==> src/rtl/sync_fifo.sv <==
// sync_fifo: single-clock FIFO with occupancy count, almost flags, error pulses
// and a build-time choice of registered (1-cycle) or first-word-fall-through read.
module sync_fifo #(
   parameter int data_width = 8,
   parameter int fifo_depth = 32,
   parameter int fwft = 0,
   parameter int almost_full_thresh = fifo_depth - 4,
   parameter int almost_empty_thresh = 4,
   localparam int addr_width = $clog2(fifo_depth)
) (
   input  logic                  clk,
   input  logic                  rst,
   input  logic                  wr_en,
   input  logic [data_width-1:0] din,
   input  logic                  rd_en,
   output logic [data_width-1:0] dout,
   output logic                  full,
   output logic                  empty,
   output logic                  almost_full,
   output logic                  almost_empty,
   output logic [addr_width:0]   count,
   output logic                  overflow,
   output logic                  underflow
);
   localparam logic [addr_width:0] c_depth = (addr_width+1)'(fifo_depth);
   localparam logic [addr_width:0] c_af = (addr_width+1)'(almost_full_thresh);
   localparam logic [addr_width:0] c_ae = (addr_width+1)'(almost_empty_thresh);

   logic [data_width-1:0] r_mem [fifo_depth];
   logic [addr_width:0]   r_wr_ptr, r_rd_ptr, r_count;
   logic [data_width-1:0] r_dout;
   logic                  r_valid, r_ovf, r_udf;
   logic                  w_full, w_empty, w_wr, w_rd, w_load;

   assign w_full  = r_count == c_depth;
   assign w_empty = (fwft != 0) ? !r_valid : r_count == 0;
   assign w_wr    = wr_en && !w_full;
   assign w_rd    = rd_en && !w_empty;
   // In FWFT the output register refills from memory whenever it is free or being consumed
   assign w_load  = (fwft != 0) ? (r_wr_ptr != r_rd_ptr) && (!r_valid || w_rd) : w_rd;

   always_ff @(posedge clk) begin
      if (w_wr && !rst) r_mem[r_wr_ptr[addr_width-1:0]] <= din;
   end

   always_ff @(posedge clk) begin
      if (rst) begin
         r_wr_ptr <= '0;
         r_rd_ptr <= '0;
         r_count  <= '0;
         r_dout   <= '0;
         r_valid  <= 1'b0;
         r_ovf    <= 1'b0;
         r_udf    <= 1'b0;
      end else begin
         if (w_wr) r_wr_ptr <= r_wr_ptr + 1;
         if (w_load) begin
            r_dout   <= r_mem[r_rd_ptr[addr_width-1:0]];
            r_rd_ptr <= r_rd_ptr + 1;
         end
         r_valid <= (fwft != 0) && (w_load || (r_valid && !w_rd));
         r_count <= (w_wr && !w_rd) ? r_count + 1 : (!w_wr && w_rd) ? r_count - 1 : r_count;
         r_ovf   <= wr_en && w_full;
         r_udf   <= rd_en && w_empty;
      end
   end

   assign dout         = r_dout;
   assign full         = w_full;
   assign empty        = w_empty;
   assign almost_full  = r_count >= c_af;
   assign almost_empty = r_count <= c_ae;
   assign count        = r_count;
   assign overflow     = r_ovf;
   assign underflow    = r_udf;
endmodule
==> config.mk <==
export PLATFORM = sky130hd
export DESIGN_NAME = sync_fifo
export DESIGN_NICKNAME = d
export VERILOG_FILES = /design/src/rtl/sync_fifo.sv
export SDC_FILE = /design/constraint.sdc
export NUM_CORES = 1
export LEC_CHECK = 0
export ABC_AREA = 1
export CAP_MARGIN = 5
export CORE_MARGIN = 2
export CORE_UTILIZATION = 54
export CTS_CLUSTER_DIAMETER = 50
export CTS_CLUSTER_SIZE = 14
export DETAILED_ROUTE_END_ITERATION = 10
export PLACE_DENSITY = 0.83
export SLEW_MARGIN = 0
export SYNTH_ARGS = -nofsm -noshare
export SYNTH_HDL_FRONTEND = slang
export SYNTH_SLANG_ARGS = --single-unit
==> constraint.sdc <==
create_clock -name clk -period 2.4 [get_ports clk]
set_input_delay 0.48 -clock clk [delete_from_list [all_inputs] [get_ports clk]]
set_output_delay 0.48 -clock clk [all_outputs]
set_load 0.05 [all_outputs]
# After elaboration in Yosys (flattened, before gate mapping)
# Memory sizes are Yosys's and may differ from the RTL's. A register that Yosys moved wholly into a read port is not among the register bits.
# Cells that the tools add are included.
# classes
n_addsub	4
order_cmp	2
eq_ne	1
muxes	4
n_reduce_logical	14
# ops
operator	n
6-bit by 1-bit adder with 6-bit output, second input constant	3
6-bit two-way mux	2
1-bit logical AND	7
6-bit equality test, second input constant	1
6-bit by 5-bit greater-or-equal comparator with 1-bit output, second input constant	1
6-bit by 3-bit <= comparator with 1-bit output, second input constant	1
6-bit logical NOT	1
6-bit by 1-bit subtractor with 6-bit output, second input constant	1
1-bit logical NOT	5
1-bit two-way mux	2
2-bit nonzero test	1
# totals
register_bits	20
mem_bits_rw	256
input_bits	12
memories	1
# mem_list
name	words	word_bits	read_ports	rd_ports_with_merged_regs	wr	line_no	source
r_mem	32	8	1	1	1	29	logic [data_width-1:0] r_mem [fifo_depth];

# Longest topological paths before layout
# depth
depth_word	7
ltp_mapped	17
mapped_depth_nobuf	16

# Least setup slack after synthesis
# OpenSTA, ideal clock, no wires.
# synth_timing
path_kind	flip-flop to flip-flop
from	register r_count[5] (netlist: count[5])
to	register r_count[3] (netlist: count[3])
t_arrival_ns	2.797
required_time_ns	2.284
setup_slack_ns	-0.512
stages_incl_launch_ff	12
path_buffers	0
period_less_slack_ns	2.912
path_cell_list	dfxtp_1 > inv_1 > nor3_4 > nor2_4 > ha_1 > inv_1 > ha_1 > a21oi_1 > nand2_1 > xor2_1 > o21ai_0 > inv_1
# synth_between
elab_chain_cells	6
# synth_rtl
element	line_no	source
from (decl)	30	logic [addr_width:0] r_wr_ptr, r_rd_ptr, r_count;
from (signal assigned)	62	r_count <= (w_wr && !w_rd) ? r_count + 1 : (!w_wr && w_rd) ? r_count - 1 : r_count;
6-bit equality test (*)	35	assign w_full = r_count == c_depth;
via full	17	output logic full,
1-bit logical NOT (*)	37	assign w_wr = wr_en && !w_full;
1-bit logical AND (*)	37	
via w_wr	33	logic w_full, w_empty, w_wr, w_rd, w_load;
1-bit logical NOT	62	
1-bit logical AND	62	
2-bit nonzero test (no line)	-	
# The timed path passes the listed nets; every way through them passes the cells marked *.
# A chain may end at the register's enable or synchronous reset.

# Final worst setup path
# layout_timing
from	register r_count[0] (netlist: count[0])
to	output port count[0]
# layout_rtl
element	line_no	source
to (decl)	21	output logic [addr_width:0] count,
# No word-level cell between the ends.

==> impl_summary.txt <==
----------------------------------------------------
[Clock tree]
  Bufs on Longest Clock Path ... 3
  Number of buffers inserted for hold repair after clock tree synthesis ... 0
  Total clock buffers created by CTS ... 26
  Clock insertion delay at the later pin of the skew report ... 0.53 ns
  Clock root buffer ... sky130_fd_sc_hd__clkbuf_16
  Buffers inserted by post-CTS timing repair ... 0
  Clock slew seen by the registers of the worst setup and hold paths ... 0.06 ns
  Number of clock sinks ... 282
  Clock tree from TritonCTS ... built
  # H-tree levels ... 1

[Floorplanning]
  Total core area ... 0.0220 mm²
  Die Height ... 154 µm
  Number of top-level design ports ... 32
  Full die area ... 0.0237 mm²
  Number of rows in the core area ... 54
  Initial Utilization ... 55.2%
  Die Width ... 154 µm

[Synth]
  Distinct cell type count after synthesis ... 32
  Number of nets in the synthesized netlist ... 1202
  Most used DFF post-synth ... sky130_fd_sc_hd__edfxtp_1
  Sequential element share of the synthesized area ... 67.7%
  Post-Syn Area ... 0.0121 mm²
  Post-synthesis register bit count ... 282
  Number of standard cells after synthesis ... 1179
  Proportion of register bits with asynchronous set or reset after synthesis ... 0%
  Yosys synthesis warning count ... 0
  Number of flops mapped to enable cells by yosys ... 256
  Post-Syn Area per Cell ... 10.3 µm²

[Critical path]
  Maximum fanout along the worst path ... 6
  Kind of end point of the critical path ... output pin
  Total buffers and inverters traversed by the critical path ... 1
  Worst path required time ... 1.92 ns
  Crit Path Category ... register to output pin
  CP startpoint kind ... register
  Slowest cell on the critical path ... sky130_fd_sc_hd__clkdlybuf4s50_1
  Slowest cell delay on critical path ... 0.83 ns
  Top delay family on crit path ... buffers and inverters
  Count of cell instances traversed by the critical path ... 1
  Worst path arrival time ... 1.76 ns
  Cell Chain, Critical Path ... clkdlybuf4s50_1
  R2r worst-path depth ... 14

[STA]
  Fmax ... 447 MHz
  Clock tree skew after final layout ... 0.00996 ns
  Final period util ... 93.3%
  Headroom to the max-slew limit ... 57.8%
  Unrepaired setup endpoints after global routing ... false
  Fin worst setup slack ... 0.160 ns
  Clock period minus worst slack ... 2.24 ns
  Least-Margin Pin Slew ... 0.634 ns
  Final setup violation count ... 0
  Hold Violations, Final ... 0
  Final Slew Violations ... 0
  Worst hold slack ... 0.466 ns
  Summed negative setup slack over all endpoints ... 0 ns

[GRT]
  Number of global-route vias before repair ... 8452
  Met2 Usage GRT ... 40.8%
  Met1 GRT Util ... 32.4%
  Most heavily used metal layer in global routing ... met2
  Overall overflow remaining after global route ... 0
  Overall global routing resource usage ... 24.4%
  GR Layer Usage met3 ... 4.20%
  Pin count of the biggest net entering global routing ... 139
  Number of antenna violations at the first check in global routing ... 0
  Wire length of the first global-routing pass ... 44.6 mm

[Cells and area]
  Fraction of final layout cells with drive strength greater than 1 ... 9.94%
  Layout Area Growth over Synthesis ... 14.2%
  Utilization after layout ... 63.1%
  Commonest cells after routing, fill and taps aside ... sky130_fd_sc_hd__nand2_1, sky130_fd_sc_hd__edfxtp_1, sky130_fd_sc_hd__nand3_1
  Commonest non-fill, non-tap cell in the layout ... sky130_fd_sc_hd__nand2_1
  Fillers ... 1611
  Number of non-filler instances in the completed layout ... 1538
  Final std cell area, no fill ... 0.0139 mm²
  Nets ... 1264
  N_diodes ... 0

[Pwr]
  Total power density per cell area ... 936 mW/mm²
  Overall power after layout ... 13.0 mW
  Largest vdd supply drop ... 0.000501 V
  Static leakage power ... 5.54 nW

[Placement]
  Detail Placement HPWL ... 17.2 mm
  Placed cell areas ... 0.0131 mm²
  Count of input and output buffers ... 31
  Cell count after placement ... 1493
  Minimum setup slack after placement ... 0.00998 ns
  Final GP Congestion ... 0.868

[Route]
  Via/cell ratio ... 5.58
  Detailed-route wire length per cell ... 18.5 µm
  Number of DRC violations after detailed-routing iteration 0 ... 925
  Detail Route Antenna Nets ... 0
  First drt pass iteration count ... 6
  Number of vias after detailed routing ... 8580
  Routed WL ... 28.5 mm
  DRC Markers ... 0

[Worst hold path]
  Count of cells along the worst hold path ... 2
  Worst min path class ... register to register

[Job]
  Max Cap Violations ... 0

[Outcome]
  Result of the run ... finished clean

----------------------------------------------------
path summary, 6_finish.rpt:
kind,start,to,slack (ns)
worst max-delay path,count[0],count[0],0.16
worst min-delay path,dout[6],dout[6],0.47
worst max register to register,count[1],count[5],0.26
worst min register to register,dout[6],dout[6],0.47
cells by family (layout without fill, tap and decap cells):
kind of cell	after synthesis	in the layout	synth area share (%)
AOI/OAI and AO/OA	65	65	2.79
DFF	282	282	67.7
and+or+nand+nor	629	629	21.5
xor gates and xnor gates	5	5	0.361
buffers and inverters	187	266	6.44
adders and majority gates	11	11	1.20
where the power goes:
group          total (mW)  internal (mW)  leakage [nW]  switching (mW)
sequential           5.65           5.51          2.52           0.141
clock                3.91           2.20         0.387            1.70
combinational        3.40           1.06          2.63            2.35
total                13.0           8.77          5.54            4.19
Yosys cell counts (2+ instances only):
library cell               count  share of area, %
sky130_fd_sc_hd__inv_1       126               3.9
sky130_fd_sc_hd__nor2_4        2              0.19
sky130_fd_sc_hd__nand2_1     366                11
sky130_fd_sc_hd__nor3_1        2             0.083
sky130_fd_sc_hd__edfxtp_1    256                63
sky130_fd_sc_hd__dfxtp_1      26               4.3
sky130_fd_sc_hd__xnor2_1       2              0.14
sky130_fd_sc_hd__a21oi_1      38               1.6
sky130_fd_sc_hd__ha_1         10               1.0
sky130_fd_sc_hd__clkinv_1      3             0.093
sky130_fd_sc_hd__buf_2        32               1.3
sky130_fd_sc_hd__buf_4         8              0.50
sky130_fd_sc_hd__xor2_1        3              0.22
sky130_fd_sc_hd__nand2_2       4              0.21
sky130_fd_sc_hd__inv_2         4              0.12
sky130_fd_sc_hd__nor2_1       92               2.8
sky130_fd_sc_hd__clkbuf_1     11              0.34
sky130_fd_sc_hd__nand3_1     160               6.6
sky130_fd_sc_hd__o21ai_0      21              0.87
what timing repair did:
item	in CTS	in global routing
setup endpoints to repair	1	2
resized for setup	1	3
endpoints found under the hold margin	0	0
area by class of cell:
cell class | instances | area, µm² | area share [%]
Timing Repair Buffer | 88 | 766 | 5.53
Sequential cell | 282 | 8230 | 59.4
Multi-Input combinational cell | 710 | 3200 | 23.1
Clock buffer | 37 | 723 | 5.22
Tap cell | 280 | 350 | 2.53
Clock inverter | 8 | 73.8 | 0.533
Inverter | 133 | 505 | 3.65
layer usage:
metal	wire (µm)	share of wire (%)
met5	0	0
met1	11000	38
met4	1020	3.6
met3	2860	10
met2	13700	48
state kept, by name (all words and copies together), names as in the netlist:
| signal | flops |
|---|---|
| r_mem | 256 |
| dout | 8 |
| count | 6 |
| r_rd_ptr | 5 |
| r_wr_ptr | 5 |
| overflow | 1 |
| underflow | 1 |
No activity file was read; power rests on OpenSTA's default activity.
